===== src/rtl/regfile_mp_if.sv =====
// regfile_mp port bundle: read ports, write port, clear request and status.
// master drives requests (core side), slave is the register file.
interface regfile_mp_if #(
   parameter int XLEN  = 32,
   parameter int NREGS = 32,
   parameter int NRD   = 2,
   parameter int AW    = $clog2(NREGS)
);
   logic                clear_req;
   logic                ready;
   logic [NRD*AW-1:0]   rd_addr;
   logic [NRD*XLEN-1:0] rd_data;
   logic                wr_en;
   logic [AW-1:0]       wr_addr;
   logic [XLEN-1:0]     wr_data;
   logic                wr_drop;

   modport master (
      output clear_req, rd_addr, wr_en, wr_addr, wr_data,
      input  ready, rd_data, wr_drop
   );

   modport slave (
      input  clear_req, rd_addr, wr_en, wr_addr, wr_data,
      output ready, rd_data, wr_drop
   );
endinterface


===== src/rtl/regfile_mp.sv =====
// Multi-read-port register file, x0 reads zero, array cleared by an NREGS-cycle sweep; reads are 0-latency.
// Optional macro REGFILE_BYPASS_EN adds same-cycle write-to-read forwarding on every read port.
module regfile_mp #(
   parameter int XLEN  = 32,
   parameter int NREGS = 32,
   parameter int NRD   = 2
) (
   input  logic        clk,
   input  logic        reset,
   regfile_mp_if.slave bus
);
   localparam int AW = $clog2(NREGS);

   typedef enum logic {CLEAR, RUN} state_t;

   state_t              state_q, state_d;
   logic [AW-1:0]       ptr_q, ptr_d;
   logic                drop_q, drop_d;
   logic                ready_c;
   logic                wr_valid;
   logic                mem_we;
   logic [AW-1:0]       mem_waddr;
   logic [XLEN-1:0]     mem_wdata;
   logic [NRD*XLEN-1:0] rd_data_c;
   logic [XLEN-1:0]     mem [NREGS];

   // Writes to x0 are ignored silently, so they never count as valid or dropped.
   assign wr_valid = bus.wr_en && (bus.wr_addr != '0);

   always_ff @(posedge clk or posedge reset) begin
      if (reset) begin
         state_q <= CLEAR;
         ptr_q   <= '0;
         drop_q  <= 1'b0;
      end else begin
         state_q <= state_d;
         ptr_q   <= ptr_d;
         drop_q  <= drop_d;
      end
   end

   always_comb begin
      state_d   = state_q;
      ptr_d     = ptr_q;
      drop_d    = 1'b0;
      ready_c   = 1'b0;
      mem_we    = 1'b0;
      mem_waddr = ptr_q;
      mem_wdata = '0;
      case (state_q)
         CLEAR: begin
            mem_we = 1'b1;
            drop_d = wr_valid;
            if (bus.clear_req) begin
               ptr_d = '0;
            end else if (ptr_q == AW'(NREGS - 1)) begin
               state_d = RUN;
               ptr_d   = '0;
            end else begin
               ptr_d = ptr_q + AW'(1);
            end
         end
         RUN: begin
            ready_c = 1'b1;
            if (bus.clear_req) begin
               state_d = CLEAR;
               ptr_d   = '0;
               drop_d  = wr_valid;
            end else if (wr_valid) begin
               mem_we    = 1'b1;
               mem_waddr = bus.wr_addr;
               mem_wdata = bus.wr_data;
            end
         end
         default: begin
            state_d = CLEAR;
            ptr_d   = '0;
         end
      endcase
   end

   // Storage has no reset so it can map onto RAM; the sweep does the clearing.
   always_ff @(posedge clk) begin
      if (mem_we) begin
         mem[mem_waddr] <= mem_wdata;
      end
   end

   always_comb begin
      rd_data_c = '0;
      for (int p = 0; p < NRD; p++) begin
         if (ready_c && (bus.rd_addr[p*AW +: AW] != '0)) begin
`ifdef REGFILE_BYPASS_EN
            if (wr_valid && !bus.clear_req && (bus.rd_addr[p*AW +: AW] == bus.wr_addr)) begin
               rd_data_c[p*XLEN +: XLEN] = bus.wr_data;
            end else begin
               rd_data_c[p*XLEN +: XLEN] = mem[bus.rd_addr[p*AW +: AW]];
            end
`else
            rd_data_c[p*XLEN +: XLEN] = mem[bus.rd_addr[p*AW +: AW]];
`endif
         end
      end
   end

   assign bus.ready   = ready_c;
   assign bus.rd_data = rd_data_c;
   assign bus.wr_drop = drop_q;
endmodule


===== src/flat_wrapper.sv =====
// flat-port wrapper written by rule: the top's interface ports become plain ports
module regfile_mp_flat 
#(
   parameter int XLEN  = 32,
   parameter int NREGS = 32,
   parameter int NRD   = 2
)
  (clk, reset, bus_clear_req, bus_rd_addr, bus_wr_en, bus_wr_addr, bus_wr_data, bus_ready, bus_rd_data, bus_wr_drop);
  regfile_mp_if #(.XLEN(XLEN), .NREGS(NREGS), .NRD(NRD)) bus_i ();
  input  logic clk;
  input  logic reset;
  input wire logic [$bits(bus_i.clear_req)-1:0] bus_clear_req;
  input wire logic [$bits(bus_i.rd_addr)-1:0] bus_rd_addr;
  input wire logic [$bits(bus_i.wr_en)-1:0] bus_wr_en;
  input wire logic [$bits(bus_i.wr_addr)-1:0] bus_wr_addr;
  input wire logic [$bits(bus_i.wr_data)-1:0] bus_wr_data;
  output wire logic [$bits(bus_i.ready)-1:0] bus_ready;
  output wire logic [$bits(bus_i.rd_data)-1:0] bus_rd_data;
  output wire logic [$bits(bus_i.wr_drop)-1:0] bus_wr_drop;
  assign bus_i.clear_req = bus_clear_req;
  assign bus_i.rd_addr = bus_rd_addr;
  assign bus_i.wr_en = bus_wr_en;
  assign bus_i.wr_addr = bus_wr_addr;
  assign bus_i.wr_data = bus_wr_data;
  assign bus_ready = bus_i.ready;
  assign bus_rd_data = bus_i.rd_data;
  assign bus_wr_drop = bus_i.wr_drop;
  regfile_mp #(.XLEN(XLEN), .NREGS(NREGS), .NRD(NRD)) u_core (.clk(clk), .reset(reset), .bus(bus_i));
endmodule

===== config.mk =====
export PLATFORM = sky130hd
export DESIGN_NAME = regfile_mp_flat
export DESIGN_NICKNAME = d
export VERILOG_FILES = /design/src/rtl/regfile_mp_if.sv /design/src/rtl/regfile_mp.sv /design/src/flat_wrapper.sv
export SDC_FILE = /design/constraint.sdc
export NUM_CORES = 1
export LEC_CHECK = 0
export BUFFER_PORTS_ARGS = -buffer_cell sky130_fd_sc_hd__buf_2
export CORE_ASPECT_RATIO = 0.8
export CORE_MARGIN = 4
export CORE_UTILIZATION = 48
export CTS_CLUSTER_DIAMETER = 80
export CTS_CLUSTER_SIZE = 30
export DETAILED_ROUTE_END_ITERATION = 6
export PLACE_DENSITY = 0.72
export SLEW_MARGIN = 20
export SYNTH_ARGS = -nofsm -noshare
export SYNTH_HDL_FRONTEND = slang
export SYNTH_SLANG_ARGS = --single-unit

===== constraint.sdc =====
create_clock -name clk -period 9.46 [get_ports clk]
set_input_delay 1.419 -clock clk [delete_from_list [all_inputs] [get_ports clk]]
set_output_delay 1.419 -clock clk [all_outputs]
set_load 0.02 [all_outputs]

# Word-level counts from Yosys, hierarchy flattened
# Memory sizes are Yosys's and may differ from the RTL's.
# Index checks and enable logic that the tools add are counted.
[word_totals]
ff_bits = 7
mem_bits_rw = 1024
in_bits = 51
memories = 1
[classes]
n_addsub = 1
n_eq_ne = 2
mux = 24
bitwise = 1
n_reduce_logical = 6
[memory_table]
columns = ["memory", "words", "width", "read_ports", "rd_clocked_by_memory_dff", "write_ports", "line", "rtl"]
rows = [
  ["u_core.mem", 32, 32, 2, 0, 1, "regfile_mp.sv:25", "logic [XLEN-1:0] mem [NREGS];"],
]
[ops]
columns = ["operator", "count"]
rows = [
  ["32-bit two-way mux", 5],
  ["5-bit two-way mux", 6],
  ["5-bit nonzero test", 3],
  ["5-bit case mux with 2 select lines", 1],
  ["1-bit two-way mux", 9],
  ["1-bit case mux with 2 select lines", 3],
  ["5-bit by 1-bit adder with 5-bit output (second input constant)", 1],
  ["5-bit == test (second input constant)", 1],
  ["1-bit logical AND", 3],
  ["2-bit != test (second input constant)", 1],
  ["1-bit inverter", 1],
]

# Logic depth before layout (Yosys ltp)
[depth]
ltp_word = 7
mapped_depth = 8

# Worst setup path after synthesis
# Ideal clock, no wire load.
[synth_path]
kind = "input port to flip-flop"
from = "input port bus_wr_addr[0]"
to = "memory u_core.mem[31][0], enable pin"
arrival_time_ns = 5.498
slack_ns = 3.451
cell_stages = 4
cell_sequence = "clkbuf_1 > o311ai_4 > buf_6 > o41ai_1"
[synth_via]
elab_chain_len = 7
elab_cells_between_ends = 10
classes_between = "mux (8); reduce/logical (2)"
[synth_rtl]
columns = ["element", "line", "rtl"]
rows = [
  ["start, declared", "flat_wrapper.sv:15", "input wire logic [$bits(bus_i.wr_addr)-1:0] bus_wr_addr;"],
  ["5-bit nonzero test", "regfile_mp.sv:28", "assign wr_valid = bus.wr_en && (bus.wr_addr != '0);"],
  ["1-bit logical AND", "regfile_mp.sv:28", ""],
  ["1-bit two-way mux", "regfile_mp.sv:69", "end else if (wr_valid) begin"],
  ["1-bit two-way mux", "regfile_mp.sv:65", "if (bus.clear_req) begin"],
  ["1-bit case mux with 2 select lines", "regfile_mp.sv:50", "case (state_q)"],
  ["1-bit two-way mux", "regfile_mp.sv:84", "if (mem_we) begin"],
  ["1-bit two-way mux (implied by the code)", "regfile_mp.sv:85", "mem[mem_waddr] <= mem_wdata;"],
  ["end, declared", "regfile_mp.sv:25", ""],
]
# Several ways; a longest one is shown, not always the timed one.

# Final worst setup path
[layout_path]
from = "input port bus_rd_addr[7]"
to = "output port bus_rd_data[34]"
[layout_via]
elab_chain_len = 3
elab_cells_between_ends = 4
classes_between = "mux (1); reduce/logical (2); memory (1)"
[layout_rtl]
columns = ["element", "line", "rtl"]
rows = [
  ["start, declared", "flat_wrapper.sv:13", "input wire logic [$bits(bus_i.rd_addr)-1:0] bus_rd_addr;"],
  ["branches (longest 2 deep; another with memory read 32 x 32 bit)", "n/a", ""],
  ["32-bit two-way mux *", "regfile_mp.sv:92", "if (ready_c && (bus.rd_addr[p*AW +: AW] != '0)) begin"],
  ["end, declared", "flat_wrapper.sv:18", "output wire logic [$bits(bus_i.rd_data)-1:0] bus_rd_data;"],
]
# Mark *: on every way between the ends.

==> summary.md <==
| Metric | Value |
|---|---|
| Status | finished, final reports clean |
| Post-layout instance area | 52,000 sq um |
| Critical path depth | 8 |
| Clock latency on the worst-skew pair | approximately 0.64 ns |
| Max-slew headroom | between 10% and 20% |
| Top-area cell type share of the netlist area | roughly 64% |
| Cells on worst reg2reg path | 7 |
| Post-synthesis average cell area | ~17 sq um |
| PostCTS Resize Cnt | 0 |
| Final nets | between 2,000 and 3,000 |
| Max-Cap Viols | 0 |
| All-Layer GR Usage | about 28% |
| Vias per inst | ~7 |
| RSZ-0062 raised after global routing | no |
| Data required time of the worst path | roughly 8.0 ns |
| Worst path arrival time | 4.73 ns |
| Hold crit path type | reg -> reg |
| Synthesis-to-layout area growth | 7.55% |
| Vias in the first global route | roughly 30,000 |
| Yosys cell types | 50 |
| Setup TNS | 0 ns |
| Post-DP HPWL | a little under 90,000 um |
| Sequential share of the synthesized area | between 60% and 70% |
| CP max stage cell | buf_4 |
| Final Setup Violations | 0 |
| DRT Wirelength | 154,000 um |
| Setup Skew | about 0.017 ns |
| Post-place setup slack | approximately 3.4 ns |
| CP top delay family | buffers and inverters |
| Largest net degree at the start of global routing | 120 |
| Synthesized area | between 40,000 and 50,000 sq um |
| Placed cell area | slightly above 50,000 sq um |
| Violation count after the first detailed-route iteration | just under 5,000 |
| CTS Buffer Depth | 3 |
| Top FF cell, synth | edfxtp_1 |
| Post-CTS setup buffer count | 0 |
| Drt pass-1 iters | 6 |
| CTS tree | built |
| Post-layout utilization of the core | between 50% and 60% |
| Total CTS buffers | 45 |
| First-pass GRT wire length | 217,000 um |
| Crit path time final | roughly 6.1 ns |
| Synthesis warning total | 0 |
| Crit path largest cell delay | around 0.7 ns |
| Syn nets | between 2,000 and 3,000 |
| Dominant cell type by area after synthesis | edfxtp_1 |
| Row count | 103 |
| Most used cell along the critical path | buf_4 |
| Fmax | roughly 160 MHz |
| Crit start category | primary input |
| #FFs+latches synth | 1,031 |
| RR Endpoint | u_core.mem[14][15] |
| Period utilization | 65.0% |
| Critical Path End | bus_rd_data[34] |
| Largest fanout on the critical path | about 60 |
| Ys async rst share | less than 1% |
| LEAKAGE | just under 20 nW |
| Worst r2r src | u_core.state_q |
| CTS clk-pin slew, worst paths | 0.11 ns |
| Post-CTS Hold Fix Bufs | 0 |
| Tightest Pin Transition | 1.23 ns |
| PortBufs | 116 |
| Hold WS | between 0.6 and 0.7 ns |
| CTS H-tree lvls | 2 |
| Max-slew violation count | 0 |
| Clock sink count | 1,031 |
| DRC | 0 |
| Crit path kind | in -> out |
| Worst path bufs/invs | 4 |
| Worst VDD drop | approximately 0.00014 V |
| Die footprint | 106,000 sq um |
| Number of flops mapped to enable cells by yosys | roughly 1,000 |
| GR Overflow Total | 0 |
| Initial antenna violation count | 5 |
| Share of cells above drive strength 1 | 19.3% |
| Die Wd | 363 um |
| Post-DRT Antenna Nets | 0 |
| Chip height | 292 um |
| Via count | a little over 30,000 |
| Clock Tree Root | clkbuf_16 |
| Post-Synthesis Cells | 2,906 |
| Initial Utilization | around half |
| Hold Fails Final Rpt | 0 |
| Top cells by area, synth | edfxtp_1, mux2i_1, mux4_2 |
| Number of I/O pins | 117 |
| Worst R2R Setup Slack | roughly 5.3 ns |
| Final worst slack | 3.32 ns |
| Core ar. | about 100,000 sq um |
| CP cell instances | buf_8 -> buf_4 -> nor2b_4 -> buf_4 -> a22oi_1 -> nand3_1 -> nand4_1 -> buf_2 |
| WL/cell | between 30 and 40 um |
| Crit path launch | bus_rd_addr[7] |
| Placer congestion estimate | 0.838 |
| Power density cells | around 160 nW/um^2 |
| Worst setup EP type | output port |
-- metal layers --
metal	track usage, %	part of all wire [%]	wire length [um]
met3	6.06	13	19400
met5	0	0	0
met2	44.5	46	71200
met1	38.4	36	55400
met4	12.7	5.0	7620
-- stage by stage --
step	cells	power, mW
after floorplan	2906	5.51
after global placement	4176	5.67
after detailed placement	4176	5.68
after CTS	4251	8.10
after global routing	4254	8.31
final	4259	8.10
-- report_power, final --
group / total [mW] / switching, mW / internal, mW / leakage, nW
sequential: 5.02 / 0.0218 / 4.99 / 11.1
clock: 2.50 / 1.45 / 1.05 / 0.733
combinational: 0.577 / 0.352 / 0.225 / 7.36
-- sequential cells by signal, indices dropped and copies added, names as in the netlist --
register,count
u_core.bus.wr_drop,1
u_core.mem,1024
u_core.ptr_q,5
u_core.state_q,1
-- worst min path at each step --
stage | start | endpoint | slack, ns | cells after the start
2_1_floorplan | u_core.ptr_q[3] | u_core.ptr_q[3] | 0.56 | 2
3_3_place_gp | u_core.ptr_q[3] | u_core.ptr_q[3] | 0.61 | 2
3_5_place_dp | u_core.ptr_q[3] | u_core.ptr_q[3] | 0.63 | 2
4_1_cts | u_core.ptr_q[3] | u_core.ptr_q[3] | 0.65 | 2
5_1_grt | u_core.ptr_q[2] | u_core.ptr_q[2] | 0.70 | 2
6_report | u_core.ptr_q[3] | u_core.ptr_q[3] | 0.65 | 2
-- tightest hold or removal path: stages, from the launching register on --
cell,delay [ns]
dfrtp_1,0.46
o21ai_0,0.11
a21oi_1,0.06
-- cells in the mapped netlist, types with 31 or more instances --
master,instances
buf_2,91
clkbuf_1,85
mux4_2,234
a22oi_1,301
nand3_1,145
a21oi_1,37
edfxtp_1,1024
buf_4,36
mux2i_1,564
a31oi_1,31
nand4_1,73
a22o_1,31
nor2_1,49
and2_1,40
nand2_1,66
-- cells in the final DEF (no fill, tap or decap), types with 3 or more instances in the layout --
| cell type | instances |
|---|---|
| edfxtp_1 | 1024 |
| mux2i_1 | 564 |
| a22oi_1 | 301 |
| mux4_2 | 234 |
| nand3_1 | 144 |
| buf_2 | 111 |
| buf_4 | 77 |
| nand4_1 | 73 |
| nand2_1 | 66 |
| clkbuf_16 | 47 |
| a21oi_1 | 37 |
| and2_1 | 32 |
| nor2_4 | 31 |
| a22o_1 | 31 |
| a31oi_1 | 31 |
| nor2_1 | 23 |
| inv_1 | 7 |
| and2_2 | 7 |
| inv_6 | 7 |
| inv_8 | 7 |
| dfrtp_1 | 7 |
| nor2b_4 | 6 |
| nor2b_1 | 6 |
| diode_2 | 5 |
| buf_8 | 5 |
| o41ai_2 | 4 |
| o31ai_4 | 4 |
| bufinv_16 | 4 |
| nand2b_1 | 3 |
| clkinv_2 | 3 |
| clkinvlp_4 | 3 |
| buf_12 | 3 |
-- layout make-up --
type | count | area [sq um]
multi-input cells | 1632 | 16600
diodes | 5 | 12.5
repair buffers | 197 | 1300
inverters | 7 | 26.3
flip-flops and latches | 1031 | 30900
fillers | 7747 | 47300
clock inverters | 28 | 323
well taps | 1312 | 1640
clock buffers | 47 | 1180
-- cell families (layout without fill, tap and decap cells) --
group                    after synthesis  in the layout  share of synthesized area, %
AO/OA/AOI/OAI                        420            420                          6.40
flip-flops                          1031           1031                          64.0
adder cells (fa/ha/maj)                2              2                        0.0518
other                                  0              5                             0
AND/OR/NAND/NOR                      411            411                          4.42
buffers and inverters                243            279                          2.53
multiplexers                         799            799                          22.6
(Power assumes the default switching activity.)
